<file path="src/rtl/ysyx22041405_pkg.sv">
// Shared types and constants for the ysyx22041405 instruction fetch unit.
// The FAULT state exists only when YSYX22041405_IFU_MISALIGN_EN is defined.
package ysyx22041405_pkg;

   localparam logic [31:0] RESET_PC_DEFAULT = 32'h8000_0000;
   localparam logic [31:0] INST_NOP         = 32'h0000_0013;

   typedef enum logic [2:0] {
      IFU_IDLE  = 3'd0,
      IFU_REQ   = 3'd1,
      IFU_WAIT  = 3'd2,
      IFU_HOLD  = 3'd3,
      IFU_DROP  = 3'd4
`ifdef YSYX22041405_IFU_MISALIGN_EN
      ,
      IFU_FAULT = 3'd5
`endif
   } ifu_state_e;

   function automatic logic is_misaligned(input logic [1:0] lsb);
      return lsb != 2'b00;
   endfunction

endpackage

</file>
<file path="src/rtl/ysyx22041405_ifu_if.sv">
// Bundle of the IFU memory fetch port, decoder handshake and execute redirect.
// id_misalign is present only when YSYX22041405_IFU_MISALIGN_EN is defined.
interface ysyx22041405_ifu_if #(
   parameter int WIDTH = 32
);
   logic             ifu_req_valid;
   logic             ifu_req_ready;
   logic [WIDTH-1:0] ifu_req_addr;
   logic             ifu_resp_valid;
   logic [WIDTH-1:0] ifu_resp_data;
   logic             id_valid;
   logic             id_ready;
   logic [WIDTH-1:0] id_pc;
   logic [WIDTH-1:0] id_inst;
   logic             redirect_valid;
   logic [WIDTH-1:0] redirect_pc;
`ifdef YSYX22041405_IFU_MISALIGN_EN
   logic             id_misalign;
`endif

   modport master (
      output ifu_req_valid, ifu_req_addr, id_valid, id_pc, id_inst,
`ifdef YSYX22041405_IFU_MISALIGN_EN
      output id_misalign,
`endif
      input  ifu_req_ready, ifu_resp_valid, ifu_resp_data, id_ready,
      input  redirect_valid, redirect_pc
   );

   modport slave (
      input  ifu_req_valid, ifu_req_addr, id_valid, id_pc, id_inst,
`ifdef YSYX22041405_IFU_MISALIGN_EN
      input  id_misalign,
`endif
      output ifu_req_ready, ifu_resp_valid, ifu_resp_data, id_ready,
      output redirect_valid, redirect_pc
   );

endinterface

</file>
<file path="src/rtl/ysyx22041405_pc_reg.sv">
// Program counter: reset load, redirect load (highest priority) and +4 advance.
// The +4 adder wraps naturally modulo 2^WIDTH.
module ysyx22041405_pc_reg
   import ysyx22041405_pkg::*;
#(
   parameter int               WIDTH    = 32,
   parameter logic [WIDTH-1:0] RESET_PC = WIDTH'(RESET_PC_DEFAULT)
) (
   input  logic             clk,
   input  logic             rst,
   input  logic             inc_i,
   input  logic             redir_i,
   input  logic [WIDTH-1:0] redir_pc_i,
   output logic [WIDTH-1:0] pc_o
);

   logic [WIDTH-1:0] pc_q;
   logic [WIDTH-1:0] pc_d;

   always_comb begin
      pc_d = pc_q;
      if (redir_i) begin
         pc_d = redir_pc_i;
      end else if (inc_i) begin
         pc_d = pc_q + WIDTH'(4);
      end
   end

   always_ff @(posedge clk) begin
      if (rst) begin
         pc_q <= RESET_PC;
      end else begin
         pc_q <= pc_d;
      end
   end

   assign pc_o = pc_q;

endmodule

</file>
<file path="src/rtl/ysyx22041405_ifu.sv">
// Instruction fetch unit: one outstanding word fetch, decoder hand-off, redirect squash.
// Optional misaligned-redirect fault reporting with YSYX22041405_IFU_MISALIGN_EN.
module ysyx22041405_ifu
   import ysyx22041405_pkg::*;
#(
   parameter int               WIDTH    = 32,
   parameter logic [WIDTH-1:0] RESET_PC = WIDTH'(RESET_PC_DEFAULT)
) (
   input  logic                  clk,
   input  logic                  rst,
   ysyx22041405_ifu_if.master    bus
);

   ifu_state_e       state_q;
   logic [WIDTH-1:0] id_pc_q;
   logic [WIDTH-1:0] id_inst_q;
   logic [WIDTH-1:0] pc;
   logic [WIDTH-1:0] redir_pc;
   logic             req_hs;
   logic             resp;
   logic             pc_inc;

`ifdef YSYX22041405_IFU_MISALIGN_EN
   logic             mis_q;
   logic             fault_vld_q;
   // a fault entered with a fetch still in flight must swallow that response later
   logic             drain_q;

   assign redir_pc = bus.redirect_pc;
`else
   assign redir_pc = bus.redirect_pc & ~WIDTH'(3);
`endif

   assign req_hs = (state_q == IFU_REQ) && bus.ifu_req_ready;
   assign resp   = bus.ifu_resp_valid;
   assign pc_inc = (state_q == IFU_HOLD) && bus.id_ready && !bus.redirect_valid;

   ysyx22041405_pc_reg #(
      .WIDTH    (WIDTH),
      .RESET_PC (RESET_PC)
   ) u_pc_reg (
      .clk        (clk),
      .rst        (rst),
      .inc_i      (pc_inc),
      .redir_i    (bus.redirect_valid),
      .redir_pc_i (redir_pc),
      .pc_o       (pc)
   );

   always_ff @(posedge clk) begin
      if (rst) begin
         state_q   <= IFU_IDLE;
         id_pc_q   <= '0;
         id_inst_q <= '0;
`ifdef YSYX22041405_IFU_MISALIGN_EN
         mis_q       <= 1'b0;
         fault_vld_q <= 1'b0;
         drain_q     <= 1'b0;
`endif
      end else begin
`ifdef YSYX22041405_IFU_MISALIGN_EN
         if (resp) begin
            drain_q <= 1'b0;
         end
`endif
         if (bus.redirect_valid) begin
`ifdef YSYX22041405_IFU_MISALIGN_EN
            if (is_misaligned(bus.redirect_pc[1:0])) begin
               state_q     <= IFU_FAULT;
               id_pc_q     <= bus.redirect_pc;
               id_inst_q   <= '0;
               mis_q       <= 1'b1;
               fault_vld_q <= 1'b1;
               if (req_hs || (((state_q == IFU_WAIT) || (state_q == IFU_DROP)) && !resp)) begin
                  drain_q <= 1'b1;
               end
            end else begin
               mis_q       <= 1'b0;
               fault_vld_q <= 1'b0;
`endif
               case (state_q)
                  IFU_REQ:            state_q <= req_hs ? IFU_DROP : IFU_REQ;
                  IFU_WAIT, IFU_DROP: state_q <= resp ? IFU_REQ : IFU_DROP;
`ifdef YSYX22041405_IFU_MISALIGN_EN
                  IFU_FAULT:          state_q <= (drain_q && !resp) ? IFU_DROP : IFU_REQ;
`endif
                  default:            state_q <= IFU_REQ;
               endcase
`ifdef YSYX22041405_IFU_MISALIGN_EN
            end
`endif
         end else begin
            case (state_q)
               IFU_IDLE: state_q <= IFU_REQ;
               IFU_REQ: begin
                  if (req_hs) begin
                     state_q <= IFU_WAIT;
                  end
               end
               IFU_WAIT: begin
                  if (resp) begin
                     id_inst_q <= bus.ifu_resp_data;
                     id_pc_q   <= pc;
                     state_q   <= IFU_HOLD;
                  end
               end
               IFU_HOLD: begin
                  if (bus.id_ready) begin
                     state_q <= IFU_REQ;
                  end
               end
               IFU_DROP: begin
                  if (resp) begin
                     state_q <= IFU_REQ;
                  end
               end
`ifdef YSYX22041405_IFU_MISALIGN_EN
               IFU_FAULT: begin
                  if (bus.id_ready) begin
                     fault_vld_q <= 1'b0;
                  end
               end
`endif
               default: state_q <= IFU_IDLE;
            endcase
         end
      end
   end

   assign bus.ifu_req_valid = (state_q == IFU_REQ);
   assign bus.ifu_req_addr  = pc;
   assign bus.id_pc         = id_pc_q;
   assign bus.id_inst       = id_inst_q;
`ifdef YSYX22041405_IFU_MISALIGN_EN
   assign bus.id_valid      = (state_q == IFU_HOLD) || ((state_q == IFU_FAULT) && fault_vld_q);
   assign bus.id_misalign   = mis_q;
`else
   assign bus.id_valid      = (state_q == IFU_HOLD);
`endif

endmodule
</file>
<file path="src/flat_wrapper.sv">
// flat-port wrapper written by rule: the top's interface ports become plain ports
module ysyx22041405_ifu_flat import ysyx22041405_pkg::*;
#(
   parameter int               WIDTH    = 32,
   parameter logic [WIDTH-1:0] RESET_PC = WIDTH'(RESET_PC_DEFAULT)
)
  (clk, rst, bus_ifu_req_valid, bus_ifu_req_addr, bus_id_valid, bus_id_pc, bus_id_inst, bus_ifu_req_ready, bus_ifu_resp_valid, bus_ifu_resp_data, bus_id_ready, bus_redirect_valid, bus_redirect_pc);
  ysyx22041405_ifu_if #(.WIDTH(WIDTH)) bus_i ();
  input  logic clk;
  input  logic rst;
  output wire logic [$bits(bus_i.ifu_req_valid)-1:0] bus_ifu_req_valid;
  output wire logic [$bits(bus_i.ifu_req_addr)-1:0] bus_ifu_req_addr;
  output wire logic [$bits(bus_i.id_valid)-1:0] bus_id_valid;
  output wire logic [$bits(bus_i.id_pc)-1:0] bus_id_pc;
  output wire logic [$bits(bus_i.id_inst)-1:0] bus_id_inst;
  input wire logic [$bits(bus_i.ifu_req_ready)-1:0] bus_ifu_req_ready;
  input wire logic [$bits(bus_i.ifu_resp_valid)-1:0] bus_ifu_resp_valid;
  input wire logic [$bits(bus_i.ifu_resp_data)-1:0] bus_ifu_resp_data;
  input wire logic [$bits(bus_i.id_ready)-1:0] bus_id_ready;
  input wire logic [$bits(bus_i.redirect_valid)-1:0] bus_redirect_valid;
  input wire logic [$bits(bus_i.redirect_pc)-1:0] bus_redirect_pc;
  assign bus_ifu_req_valid = bus_i.ifu_req_valid;
  assign bus_ifu_req_addr = bus_i.ifu_req_addr;
  assign bus_id_valid = bus_i.id_valid;
  assign bus_id_pc = bus_i.id_pc;
  assign bus_id_inst = bus_i.id_inst;
  assign bus_i.ifu_req_ready = bus_ifu_req_ready;
  assign bus_i.ifu_resp_valid = bus_ifu_resp_valid;
  assign bus_i.ifu_resp_data = bus_ifu_resp_data;
  assign bus_i.id_ready = bus_id_ready;
  assign bus_i.redirect_valid = bus_redirect_valid;
  assign bus_i.redirect_pc = bus_redirect_pc;
  ysyx22041405_ifu #(.WIDTH(WIDTH), .RESET_PC(RESET_PC)) u_core (.clk(clk), .rst(rst), .bus(bus_i));
endmodule
</file>
<file path="config.mk">
export PLATFORM = sky130hd
export DESIGN_NAME = ysyx22041405_ifu_flat
export DESIGN_NICKNAME = d
export VERILOG_FILES = /design/src/rtl/ysyx22041405_pkg.sv /design/src/rtl/ysyx22041405_ifu_if.sv /design/src/rtl/ysyx22041405_pc_reg.sv /design/src/rtl/ysyx22041405_ifu.sv /design/src/flat_wrapper.sv
export SDC_FILE = /design/constraint.sdc
export NUM_CORES = 1
export LEC_CHECK = 0
export BUFFER_PORTS_ARGS = -buffer_cell sky130_fd_sc_hd__buf_2
export CORE_MARGIN = 10
export CORE_UTILIZATION = 35
export CTS_BUF_LIST = sky130_fd_sc_hd__clkbuf_8
export DETAILED_ROUTE_END_ITERATION = 8
export GPL_TIMING_DRIVEN = 1
export PLACE_DENSITY_LB_ADDON = 0.3
export SYNTH_ARGS = -nofsm -noshare
export SYNTH_HDL_FRONTEND = slang
export SYNTH_SLANG_ARGS = --single-unit
</file>
<file path="constraint.sdc">
create_clock -name clk -period 5.8 [get_ports clk]
set_input_delay 0.29 -clock clk [delete_from_list [all_inputs] [get_ports clk]]
set_output_delay 0.29 -clock clk [all_outputs]
set_load 0.02 [all_outputs]
</file>
==> results.yml <==
setup_path:
  r2r_setup_slack_ns: 3.15
  register_to_register_path_depth: 4
  worstSetupStartpoint: "u_core.state_q[1]"
  timing.rr.start: "u_core.state_q[1]"
  critical_path_end_type: "flop"
  cpPeakStageDelay_ns: 0.70
  setup.worst_path.class: "reg -> reg"
  worstPathRequired_ns: 6.08
  cp-start-kind: "flop"
  slowest_stage: "or4_1"
  worst_path_cell_chain: "and4b_1 -> nand4_1 -> or4_1 -> a311oi_1"
  path_max_fanout: 17
  cp_data_arrival_time_ns: 2.92
floorplanning:
  die_height_um: 129
  dieArea_um2: 16600
  die_w_um: 129
  fp-row-count: 39
  design.portCount: 168
  core_area_um2: 11500
  initial_utilization: 0.359
synthesis:
  ys_types: 49
  postSynthRegisterBits: 95
  largest_cells_by_area_after_synthesis: "dfxtp_1 (46%), nand2_1 (13%), a21oi_1 (8.2%)"
  number_of_enable_type_register_cells_in_the_synthesized_netlist: 0
  ys_async_sr_fraction: 0
  synth_commonest_cells: "nand2_1 (145), dfxtp_1 (95), a21oi_1 (68)"
  yosys_warnings: 0
  synth_area_per_cell_um2: 7.93
  post_synth_fa_ha_maj_area_fraction: 0.00302
  post_synth_instance_area_um2: 4140
  synth.yosys.seq_area_share: 0.459
  post_synth_xor_area_fraction: 0.0212
  synth_simple_gate_area_frac: 0.281
  synth-main-ff-cell: "dfxtp_1"
  muxShareOfSynthArea: 0
  synth_compound_area_frac: 0.177
  netlist_instances: 522
  share_of_the_synthesized_area_in_the_top_cell_type: 0.459
  synth_area_leader_cell: "dfxtp_1"
  most_used_standard_cell_by_instance_count_after_synthesis: "nand2_1"
  main_combinational_cell_family_by_area_after_synthesis: "simple AND/OR/NAND/NOR gates"
layout:
  filler_cell_count: 1165
  syn_to_final_growth_pct: 24.5
  drive_above_1_share: 0.291
  finish.cell_count_without_fillers: 803
  final_net_count: 726
  antennaDiodeCount: 0
clock_tree:
  clock_latency_ns: 0.38
  post-cts-setup-buffer-count: 0
  cts_repair_resize_count: 0
  tritoncts_num_sinks: 95
  clkTransAtPathRegs_ns: 0.09
  cts-buffers-inserted: 9
  tritoncts: "done"
  cts.hold.buffers_added: 0
  cts_max_level: 3
  cts-root-buf: "clkbuf_8"
  clockBufferDepth: 2
sta:
  timing.final.ws_setup_ns: 3.15
  max_clock_freq_mhz: 378
  maxSlewViolCount: 0
  fin_worst_skew_ns: 0.0126
  max_slew_margin: 0.256
  finalCritPeriodShare: 0.456
  final_hold_viol_count: 0
  finalSetupViolCount: 0
  setup_total_negative_slack_ns: 0
  worst_tran_pin_value_ns: 1.12
  timing.final.crit_period_ns: 2.65
  grt_setup_unrepaired: "false"
route:
  route.final.wire_length_um: 12900
  drcViolationCount: 0
  detail_route.first_pass.iterations: 4
  antenna_left: 0
  dr.first_iter.drc_count: 191
  detailroute.via_count: 4119
  routed_via_density: 5.13
  wl_per_cell_um: 16.1
power:
  ir_worst_vdd_mv: 0.111
  leakagePower_nw: 2.10
  power-per-cell-area_nw_per_um2: 252
place:
  finalWeightedCongestion: 0.752
  port-buffer-count: 161
  dp_hpwl_um: 9260
  detailedPlace.worstSlack_ns: 3.15
  place.detailed.instances: 787
status:
  run_status: "finished clean"
hold_path:
  min-delay-start: "bus_ifu_resp_data[26]"
  worst_hold_path_stage_count: 3
  timing.hold.worst.class: "in -> reg"
grt:
  first_global_vias: 4049
  grt_max_degree: 98
  total_grt_usage: 0.151
  global_route_wire_length_before_repair_um: 20500
  antenna_found_initial: 0
  grt_remaining_overflow: 0
run:
  cap_violations: 0
==> layout make-up <==
| cell class | count | area, µm² | area share |
|---|---|---|---|
| inverters | 6 | 22.5 | 0.00437 |
| multi-input cells | 380 | 2010 | 0.391 |
| repair buffers | 163 | 823 | 0.160 |
| clock buffers | 9 | 124 | 0.0240 |
| well taps | 143 | 179 | 0.0347 |
| flip-flops and latches | 95 | 1900 | 0.369 |
| clock inverters | 7 | 87.6 | 0.0170 |
==> cells in the final DEF, fill, tap and decap left out, types with 3 or more instances in the layout <==
| cell type | instances |
|---|---|
| a211oi_1 | 13 |
| clkbuf_8 | 9 |
| clkinv_2 | 4 |
| and3_1 | 4 |
| inv_1 | 5 |
| nand3_1 | 7 |
| a21oi_1 | 68 |
| buf_2 | 160 |
| conb_1 | 4 |
| or3_1 | 6 |
| xor2_1 | 6 |
| nand2_1 | 145 |
| or4_1 | 8 |
| nand4_1 | 12 |
| nor3_1 | 6 |
| dfxtp_1 | 95 |
| nor4_1 | 7 |
| nor2_1 | 30 |
| a311oi_1 | 15 |
| o21ai_0 | 6 |
| xnor2_1 | 4 |
| o31ai_1 | 8 |
| buf_4 | 3 |
==> power breakdown <==
group          switching, mW  internal, mW  total [mW]
combinational         0.0738        0.0472       0.121
clock                  0.239         0.240       0.479
sequential            0.0307         0.669       0.700
==> critical path, delay by kind of cell (launching register included) <==
kind,cells,cell delay [ns]
AND/OR/NAND/NOR,3,1.76
AO/OA/AOI/OAI,1,0.26
flip-flops,1,0.52
==> metal layers <==
metal | GRT usage | wire length (µm) | vias up
li1 | - | - | 2092
met1 | 0.187 | 5800 | 1881
met2 | 0.230 | 5710 | 134
met3 | 0.0632 | 1290 | 12
met4 | 0.0569 | 143 | 0
met5 | 0 | 0 | -
==> per-stage QoR <==
stage	hold slack [ns]	cell area [µm²]	total power, mW	util
3_3_place_gp	0.439	4940	0.833	0.429
6_report	0.144	5150	1.30	0.447
4_1_cts	0.122	5150	1.32	0.447
5_1_grt	0.127	5150	1.36	0.447
3_5_place_dp	0.443	4940	0.837	0.429
2_1_floorplan	0.426	4150	0.783	-
==> registers in the layout, indices dropped and copies added (netlist names) <==
signal                flops
u_core.u_pc_reg.pc_o     30
u_core.state_q            3
u_core.bus.id_pc         30
u_core.bus.id_inst       32
==> cell families (layout without fill, tap and decap cells) <==
kind of cell               after synthesis  in the layout
xor gates and xnor gates                10             10
adders and majority gates                1              1
and+or+nand+nor                        247            247
AOI/OAI and AO/OA                      118            118
other                                    1              4
buffers and inverters                   50            185
DFF                                     95             95
==> final timing paths <==
path,endpoint
hold reg to reg,u_core.bus.id_pc[22]
setup / recovery,u_core.u_pc_reg.pc_o[28]
setup reg to reg,u_core.u_pc_reg.pc_o[28]
hold / removal,u_core.bus.id_inst[26]
Note: power is estimated with default switching activity, not from simulation.
